## src/rtl/bldc_startup_sequencer.sv

```systemverilog
// bldc_startup_sequencer: align/ramp/settle/zero startup FSM with stall and overcurrent fault handling.
module bldc_startup_sequencer #(
  parameter int GAIN_W         = 16,
  parameter int RAMP_STEP      = 64,
  parameter int ALIGN_GAIN_MAX = 4096,
  parameter int SETTLE_CYCLES  = 1000,
  parameter int STALL_TIMEOUT  = 100000
) (
  input  logic              clk,
  input  logic              reset,
  input  logic              start,
  input  logic              stop,
  input  logic              overcurrent,
  input  logic              fault_clear,
  input  logic              encoder_change,
  input  logic              velocity_cmd_nonzero,
  output logic              bridge_enable,
  output logic              apply_initial_commutation,
  output logic [GAIN_W-1:0] align_gain,
  output logic              reset_encoder_count,
  output logic              loop_enable,
  output logic              fault,
  output logic [1:0]        fault_cause,
  output logic [2:0]        state
);
  localparam int CNT_MAX = (SETTLE_CYCLES > STALL_TIMEOUT) ? SETTLE_CYCLES : STALL_TIMEOUT;
  localparam int CW = $clog2(CNT_MAX) + 1;
  localparam logic [CW-1:0] SETTLE_LAST = CW'(SETTLE_CYCLES - 1);
  localparam logic [CW-1:0] STALL_LAST = CW'(STALL_TIMEOUT - 1);
  localparam logic [GAIN_W:0] STEP_W = (GAIN_W + 1)'(RAMP_STEP);
  localparam logic [GAIN_W:0] MAX_W = (GAIN_W + 1)'(ALIGN_GAIN_MAX);
  localparam logic [GAIN_W-1:0] GAIN_MAX = GAIN_W'(ALIGN_GAIN_MAX);
  typedef enum logic [2:0] {
    IDLE   = 3'd0,
    RAMP   = 3'd1,
    SETTLE = 3'd2,
    ZERO   = 3'd3,
    RUN    = 3'd4,
    FAULT  = 3'd5
  } state_t;
  state_t state_q, state_d;
  logic [GAIN_W-1:0] gain_q, gain_d;
  logic [CW-1:0] cnt_q, cnt_d;
  logic [1:0] cause_q, cause_d;
  logic [GAIN_W:0] gain_sum;
  logic stall;
  always_ff @(posedge clk or posedge reset) begin
    if (reset) begin
      state_q <= IDLE;
      gain_q  <= '0;
      cnt_q   <= '0;
      cause_q <= 2'b00;
    end else begin
      state_q <= state_d;
      gain_q  <= gain_d;
      cnt_q   <= cnt_d;
      cause_q <= cause_d;
    end
  end
  // The sum is one bit wider than the gain so the clamp never sees a wrapped value.
  assign gain_sum = {1'b0, gain_q} + STEP_W;
  assign stall = (state_q == RUN) && !encoder_change && velocity_cmd_nonzero && (cnt_q == STALL_LAST);
  always_comb begin
    state_d = state_q;
    gain_d  = gain_q;
    cnt_d   = cnt_q;
    cause_d = cause_q;
    if (overcurrent && state_q != FAULT) begin
      state_d = FAULT;
      cause_d = 2'b01;
      gain_d  = '0;
      cnt_d   = '0;
    end else if (stall) begin
      state_d = FAULT;
      cause_d = 2'b10;
      gain_d  = '0;
      cnt_d   = '0;
    end else if (stop && state_q inside {RAMP, SETTLE, ZERO, RUN}) begin
      state_d = IDLE;
      gain_d  = '0;
      cnt_d   = '0;
    end else begin
      case (state_q)
        IDLE: begin
          state_d = (start && !stop) ? RAMP : IDLE;
          gain_d  = '0;
          cnt_d   = '0;
        end
        RAMP: begin
          state_d = (gain_sum >= MAX_W) ? SETTLE : RAMP;
          gain_d  = (gain_sum >= MAX_W) ? GAIN_MAX : gain_sum[GAIN_W-1:0];
          cnt_d   = '0;
        end
        SETTLE: begin
          state_d = (cnt_q == SETTLE_LAST) ? ZERO : SETTLE;
          cnt_d   = (cnt_q == SETTLE_LAST) ? '0 : cnt_q + CW'(1);
        end
        ZERO: begin
          state_d = RUN;
          gain_d  = '0;
          cnt_d   = '0;
        end
        RUN: cnt_d = (encoder_change || !velocity_cmd_nonzero) ? '0 : cnt_q + CW'(1);
        FAULT: begin
          state_d = (fault_clear && !overcurrent) ? IDLE : FAULT;
          cause_d = (fault_clear && !overcurrent) ? 2'b00 : cause_q;
        end
        default: begin
          state_d = IDLE;
          gain_d  = '0;
          cnt_d   = '0;
          cause_d = 2'b00;
        end
      endcase
    end
  end
  assign bridge_enable             = state_q inside {RAMP, SETTLE, ZERO, RUN};
  assign apply_initial_commutation = state_q inside {RAMP, SETTLE, ZERO};
  assign align_gain                = apply_initial_commutation ? gain_q : '0;
  assign reset_encoder_count       = state_q == ZERO;
  assign loop_enable               = state_q == RUN;
  assign fault                     = state_q == FAULT;
  assign fault_cause               = cause_q;
  assign state                     = state_q;
endmodule

```

## config.mk

```make
export PLATFORM = sky130hd
export DESIGN_NAME = bldc_startup_sequencer
export DESIGN_NICKNAME = d
export VERILOG_FILES = /design/src/rtl/bldc_startup_sequencer.sv
export SDC_FILE = /design/constraint.sdc
export NUM_CORES = 1
export LEC_CHECK = 0
export BUFFER_PORTS_ARGS = -buffer_cell sky130_fd_sc_hd__buf_2
export CORE_MARGIN = 4
export CORE_UTILIZATION = 55
export DETAILED_ROUTE_END_ITERATION = 16
export GPL_TIMING_DRIVEN = 0
export PLACE_DENSITY_LB_ADDON = 0.12
export SETUP_SLACK_MARGIN = 0.05
export SLEW_MARGIN = 15
export SYNTH_ARGS = -nofsm -noshare
export SYNTH_HDL_FRONTEND = slang
export SYNTH_SLANG_ARGS = --single-unit
```

## constraint.sdc

```tcl
create_clock -name clk -period 3.5 [get_ports clk]
set_clock_uncertainty 0.2 [all_clocks]
set_input_delay 0.35 -clock clk [delete_from_list [all_inputs] [get_ports clk]]
set_output_delay 0.35 -clock clk [all_outputs]
set_load 0.1 [all_outputs]
```

Word level (Yosys, flattened, before mapping). Cells that the tools add are included.

Output and inout bits: 26. Register bits: 39. Bits in read-only memories: 0. RAM bits: 0. Latch bits: 0. Memories kept: 0. Bits of input ports: 8. Logic and storage cells: 64.

Bitwise operators: 0. Equal/unequal tests: 14. Multipliers: 0. $lt $le $gt $ge: 1. Div/mod/pow operators: 0. Reductions and logical operators: 18. Add/subtract/negate cells: 2. Multiplexer cells: 25. Shifts and indexed selects: 0.

Operators by type and width (count): 18-bit 2-to-1 mux (5); 16-bit 2-to-1 mux (5); 18-bit one-hot mux with 3 select lines (1); 16-bit one-hot mux with 2 select lines (1); 18-bit by 1-bit adder with 18-bit output (second input constant) (1); 18-bit by 10-bit equality test with 1-bit output (second input constant) (1); 18-bit by 17-bit equality test with 1-bit output (second input constant) (1); 3-bit one-hot mux with 6 select lines (1); 16-bit by 7-bit adder with 17-bit output (second input constant) (1); 17-bit by 13-bit greater-or-equal comparator with 1-bit output (second input constant) (1); 4-bit by 1-bit != test with 1-bit output (second input constant) (4); 3-bit 2-to-1 mux (4); 2-bit 2-to-1 mux (5); 1-bit logical AND (7); 3-bit by 2-bit equality test with 1-bit output (second input constant) (2); 3-bit equality test (second input constant) (2); 3-bit != test (second input constant) (2); 5-bit OR reduction (1); 1-bit zero test (4); 2-bit one-hot mux with 2 select lines (1); 4-bit nonzero test (1); 3-bit by 1-bit equality test with 1-bit output (second input constant) (1); 3-bit zero test (1); 3-bit by 1-bit != test with 1-bit output (second input constant) (1); other kinds (5) (6).

Depth between registers and ports, before layout.
Depth in word-level cells: 7. Depth in mapped cells: 8. Mapped depth without buffers: 6.

Worst setup path before layout. OpenSTA, ideal clock, no wires.

Kind: register to output. Start: reg state_q[0], in the netlist state[0]. End: out align_gain[10]. Arrival time: 3318 ps. Buffers on the path: 2. Slack: -368 ps. Cell stages (with the launch flop): 6. Data required time: 2950 ps. Cells stage by stage: dfrtp_1 -> clkbuf_1 -> nor2_1 -> nor2_1 -> clkbuf_1 -> and2_1.

Cells in the longest elaborated chain, start to end: 3. Elaborated cells between the ends (all ways): 5. Classes of those cells: eq/ne: 3; mux: 1; reduce/logical: 1.

RTL lines: start, declared (RTL line 41) `state_t state_q, state_d;`; start signal, assigned (RTL line 54) `state_q <= state_d;`; 3-bit by 1-bit equality test with 1-bit output or 3-bit by 2-bit equality test with 1-bit output (tied branches) (RTL line 118) `assign apply_initial_commutation = state_q inside {RAMP, SETTLE, ZERO};`; 3-bit nonzero test (*) (RTL line 118); net apply_initial_commutation (RTL line 18) `output logic apply_initial_commutation,`; 16-bit 2-to-1 mux (*) (RTL line 119) `assign align_gain = apply_initial_commutation ? gain_q : '0;`; end, declared (RTL line 19) `output logic [GAIN_W-1:0] align_gain,`.

Mark *: on every way through the listed nets, which the timed path passes. The rest lies on a longest branch.

Worst setup path in the final report.
Start: reg cnt_q[0]. End: reg cnt_q[7].

Cells in the longest elaborated chain, start to end: 6. Elaborated cells between the ends (all ways): 11. Classes of those cells: add/sub: 1; eq/ne: 3; mux: 6; reduce/logical: 1.

RTL lines: start, declared (RTL line 43) `logic [CW-1:0] cnt_q, cnt_d;`; start signal, assigned (RTL line 56) `cnt_q <= cnt_d;`; 18-bit by 1-bit adder with 18-bit output or 18-bit by 10-bit equality test with 1-bit output (tied branches) (RTL line 96, 103); 18-bit 2-to-1 mux, on equally long branches (RTL line 103, 96); 18-bit one-hot mux with 3 select lines (RTL line 83) `case (state_q)`; 18-bit 2-to-1 mux (RTL line 78) `end else if (stop && state_q inside {RAMP, SETTLE, ZERO, RUN}) begin`; 18-bit 2-to-1 mux (RTL line 73) `end else if (stall) begin`; 18-bit 2-to-1 mux (RTL line 68) `if (overcurrent && state_q != FAULT) begin`.

Parallel ways exist; a longest one is shown, timed or not. A chain may end at the register's enable or synchronous reset.

==> summary by stage <==
Routing
Before antenna repair, the detailed router went through 4 iterations. The post-route antenna net violation count is 0. The average detailed-routed wire length per instance is 14.5 um. In the routed design, unresolved DRC markers number 0. The starting DRC count in detailed routing is 152.

The number of vias after detailed routing is 1863. The sum of routed wire length over all layers is approximately 4.7 mm. After detailed routing, the number of vias per cell comes to ~5.7.

Clock network
In this run, post-CTS repair resized a total of 0 instances. The insertion delay to the later sink of the worst-skew pair is 0.29 ns. The cell sitting at the root of the clock tree is a sky130_fd_sc_hd__clkbuf_8. After clock tree synthesis, the clock-pin slew on the worst setup and hold paths is 0.07 ns. The clock sink total is 33.

The post-cts hold buffer count is 1. The clock buffer count from CTS is 5. In this run the deepest clock path goes through 2 buffers. The number of buffers added for setup after CTS is 0. The H-tree was split into 2 levels. TritonCTS built the clock tree.

Setup path
Walking the worst path, the cells encountered are ha_1 -> and4_1 -> clkbuf_1 -> and3_1 -> a211oi_2 -> nand2_2 -> buf_2 -> a21oi_1. Following the worst setup path forward leads to its endpoint at cnt_q[7]$_DFFE_PP0P_. The number of cells on the worst reg-to-reg path is 8. The critical path is of the register to register type.

The data arrival time of the worst path is 2.89 ns. The stage delay of the slowest cell on the critical path is 0.64 ns. STA classifies the critical path startpoint as a register. Data on the critical path is required at its endpoint by 3.51 ns. The worst setup path is captured at a register. The number of gates on the worst path with buffers counted is 8.

The top fanout value on the critical path is 10. The highest-delay cell along the critical path is sky130_fd_sc_hd__a211oi_2. The worst register-to-register path has a setup slack of 0.62 ns.

The endpoint identified for the worst register-to-register timing path is cnt_q[7]$_DFFE_PP0P_. Together, buffers and inverters on the worst path number 2. The cell family with the largest share of critical-path delay is compound AO/OA/AOI/OAI gates. The startpoint identified for the worst register-to-register timing path is cnt_q[0]$_DFFE_PP0P_. In this run the worst setup path begins at cnt_q[0]$_DFFE_PP0P_.

Yosys
The number of distinct standard cells referenced by the synthesized netlist is 52. The share of the Yosys chip area taken by registers is 0.391. After synthesis the netlist holds a flip-flop and latch count of 33. For this run, asynchronously set or reset flops after synthesis account for 1.00. The most instantiated flip-flop cell in the synthesis netlist is sky130_fd_sc_hd__dfrtp_1. In this run the mean area of a mapped cell was approximately 8.8 sq um.

Yosys mapped a number of flops with a built-in enable equal to 0. The total number of yosys warnings is 0. The cell area that synthesis handed to floorplanning was 0.00211 sq mm. The cell count after synthesis is 240.

Power
Summed over all nets, the switching power comes to 847 uW. VDD sags by at most about 0.00047 V. The share of total power dissipated in combinational logic is 0.513. Cell internal power was estimated by the tool at 821 uW. Of the total power, registers draw 0.262. Of the total power, the clock network draws 0.225. Dividing total power by cell area gives a power density of approximately 680 mW/mm^2.

Of the total power, the share spent switching nets is 0.508. The leakage power figure is between 0.001 and 0.0015 uW.

Floorplanning
The floorplan core area is ~0.0037 sq mm. The die outline area is 0.00489 sq mm. The die extent in y is between 60 and 70 um.

The initial core utilization is 0.572. The floorplan has 22 rows. The I/O pin count is 34.

The die is 69.9 um wide.

Timing
Adding up every negative setup slack in the final design gives 0 ns. The maximum operating frequency is about 0.35 GHz. The worst pin sits at a relative slew slack of 0.535. In the finished design, the share of the clock period the worst path needs comes to 0.823.

The actual slew at the worst max-slew pin is 0.696 ns. The final hold violation count came to 0. The number of slew-limit violations in the final report came to 0. The count of endpoints failing setup in the final report is 0.

The worst path in the final design needs a cycle of between 2 and 3 ns, including I/O delays and setup. Setup repair after global routing left no endpoint under its margin.

Placed design
During placement, the flow inserted port buffers numbering 26. At the end of routability-driven placement, the weighted congestion stood at 0.829. The cell area after placement is ~0.0023 sq mm.

Once detailed placement completed, the half-perimeter wirelength came to about 3.3 mm.

Layout
The net count of the finished layout is between 200 and 300. The post-route cell area is between 0.002 and 0.0025 sq mm. The number of inserted diodes is 0. Compared with the post-synthesis result, the final layout area differs by 16.3%. Of the cells placed in the final design, the portion with a size suffix greater than 1 is 0.218.

Outcome
The run finished with clean final reports.

Run
Across the run, the number of max-cap violations was 0.

Global route
After global routing the overflow that remains totals 0. The number of antenna violations at the first check in global routing is 0. The global-route usage over all layers is 0.205. The first global-routing pass estimated about 8.1 mm of wire. Entering global routing, the biggest net connects 34 pins. The via count of the first global-routing pass is 1719.

Min path
The path type of the worst min-delay path is input pin to register. The startpoint identified for the worst hold timing path is start.
-- sequential cells by signal (all words and copies together), names as in the netlist --
name,cells
state,3
fault_cause,2
gain_q,10
cnt_q,18
-- cells by family (layout without fill, tap and decap cells) --
| group | count (synthesis) | count (layout) | share of synthesized area |
|---|---|---|---|
| fa+ha+maj | 3 | 3 | 0.0178 |
| buf+inv | 30 | 65 | 0.0724 |
| compound gates | 53 | 53 | 0.173 |
| xor+xnor | 9 | 9 | 0.0374 |
| mux | 4 | 4 | 0.0214 |
| other cells | 1 | 6 | 0.00178 |
| simple gates | 107 | 107 | 0.285 |
| flops | 33 | 33 | 0.391 |
-- power by group through the flow --
| stage | clock network [uW] | registers [uW] | logic [uW] |
|---|---|---|---|
| 3_3_place_gp | 0 | 440 | 847 |
| 2_1_floorplan | 0 | 565 | 590 |
| 3_5_place_dp | 0 | 444 | 852 |
| 6_report | 375 | 437 | 856 |
| 5_1_grt | 403 | 442 | 912 |
| 4_1_cts | 388 | 437 | 859 |
-- worst min-delay path by stage --
stage	to	slack [ns]	depth (start not counted)
after floorplan	cnt_q[0]$_DFFE_PP0P_	0.28	1
after global placement	fault_cause[1]$_DFFE_PP0P_	0.28	1
after detailed placement	fault_cause[1]$_DFFE_PP0P_	0.28	1
after CTS	state[0]$_DFFE_PP0P_	0.10	3
after global routing	state[0]$_DFFE_PP0P_	0.14	3
final	state[0]$_DFFE_PP0P_	0.12	3
-- tightest hold or removal path: stages --
cell and delay, ns:
sky130_fd_sc_hd__buf_2 0.08, sky130_fd_sc_hd__a31oi_1 0.06, sky130_fd_sc_hd__o311ai_1 0.07
-- cells in the mapped netlist, types with 7 or more instances --
cell	n	area [sq um]
sky130_fd_sc_hd__dfrtp_1	33	826
sky130_fd_sc_hd__nand2_1	23	86.3
sky130_fd_sc_hd__xnor2_1	7	61.3
sky130_fd_sc_hd__a21oi_1	10	50.1
sky130_fd_sc_hd__o21ai_0	8	40.0
sky130_fd_sc_hd__nor3_1	7	35.0
sky130_fd_sc_hd__and2_1	12	75.1
sky130_fd_sc_hd__buf_4	8	60.1
sky130_fd_sc_hd__nor2_1	14	52.6
sky130_fd_sc_hd__nand3_1	11	55.1
sky130_fd_sc_hd__inv_1	11	41.3
sky130_fd_sc_hd__a31oi_1	8	50.1
sky130_fd_sc_hd__clkbuf_1	7	26.3
-- placed cells by master, fill, tap and decap left out, types with 8 or more instances in the layout --
cell / instances
sky130_fd_sc_hd__o21ai_0: 8
sky130_fd_sc_hd__nand3_1: 11
sky130_fd_sc_hd__inv_1: 10
sky130_fd_sc_hd__nand2_1: 23
sky130_fd_sc_hd__buf_4: 8
sky130_fd_sc_hd__dfrtp_1: 33
sky130_fd_sc_hd__nor2_1: 14
sky130_fd_sc_hd__and2_1: 12
sky130_fd_sc_hd__a31oi_1: 8
sky130_fd_sc_hd__a21oi_1: 10
sky130_fd_sc_hd__buf_2: 28
-- stage by stage --
step,setup slack [ns],total power (uW),hold slack (ns),utilization,instances
after floorplan,0.104,1160,0.277,-,245
after global placement,0.644,1290,0.282,0.631,319
after detailed placement,0.633,1300,0.280,0.631,319
after CTS,0.612,1680,0.101,0.665,328
after global routing,0.384,1760,0.140,0.665,328
final,0.618,1670,0.119,0.665,328
-- metal layers --
metal | vias up | wire, um | part of all wire | global-route usage
met5 | - | 0 | 0 | 0
met4 | 0 | 108 | 0.023 | 0.0787
met3 | 14 | 267 | 0.056 | 0.0388
met2 | 54 | 2270 | 0.48 | 0.341
met1 | 867 | 2090 | 0.44 | 0.263
li1 | 928 | - | - | -
-- final cells by class --
cell class                      instances  area (sq um)
Buffer                                 18           109
Clock buffer                            7          86.3
Clock inverter                          1          30.0
Fill cell                             329          1230
Inverter                               12          45.0
Multi-Input combinational cell        182          1160
Sequential cell                        33           826
Tap cell                               48          60.1
Timing Repair Buffer                   27           140
Note: power is estimated with default switching activity, not from simulation.
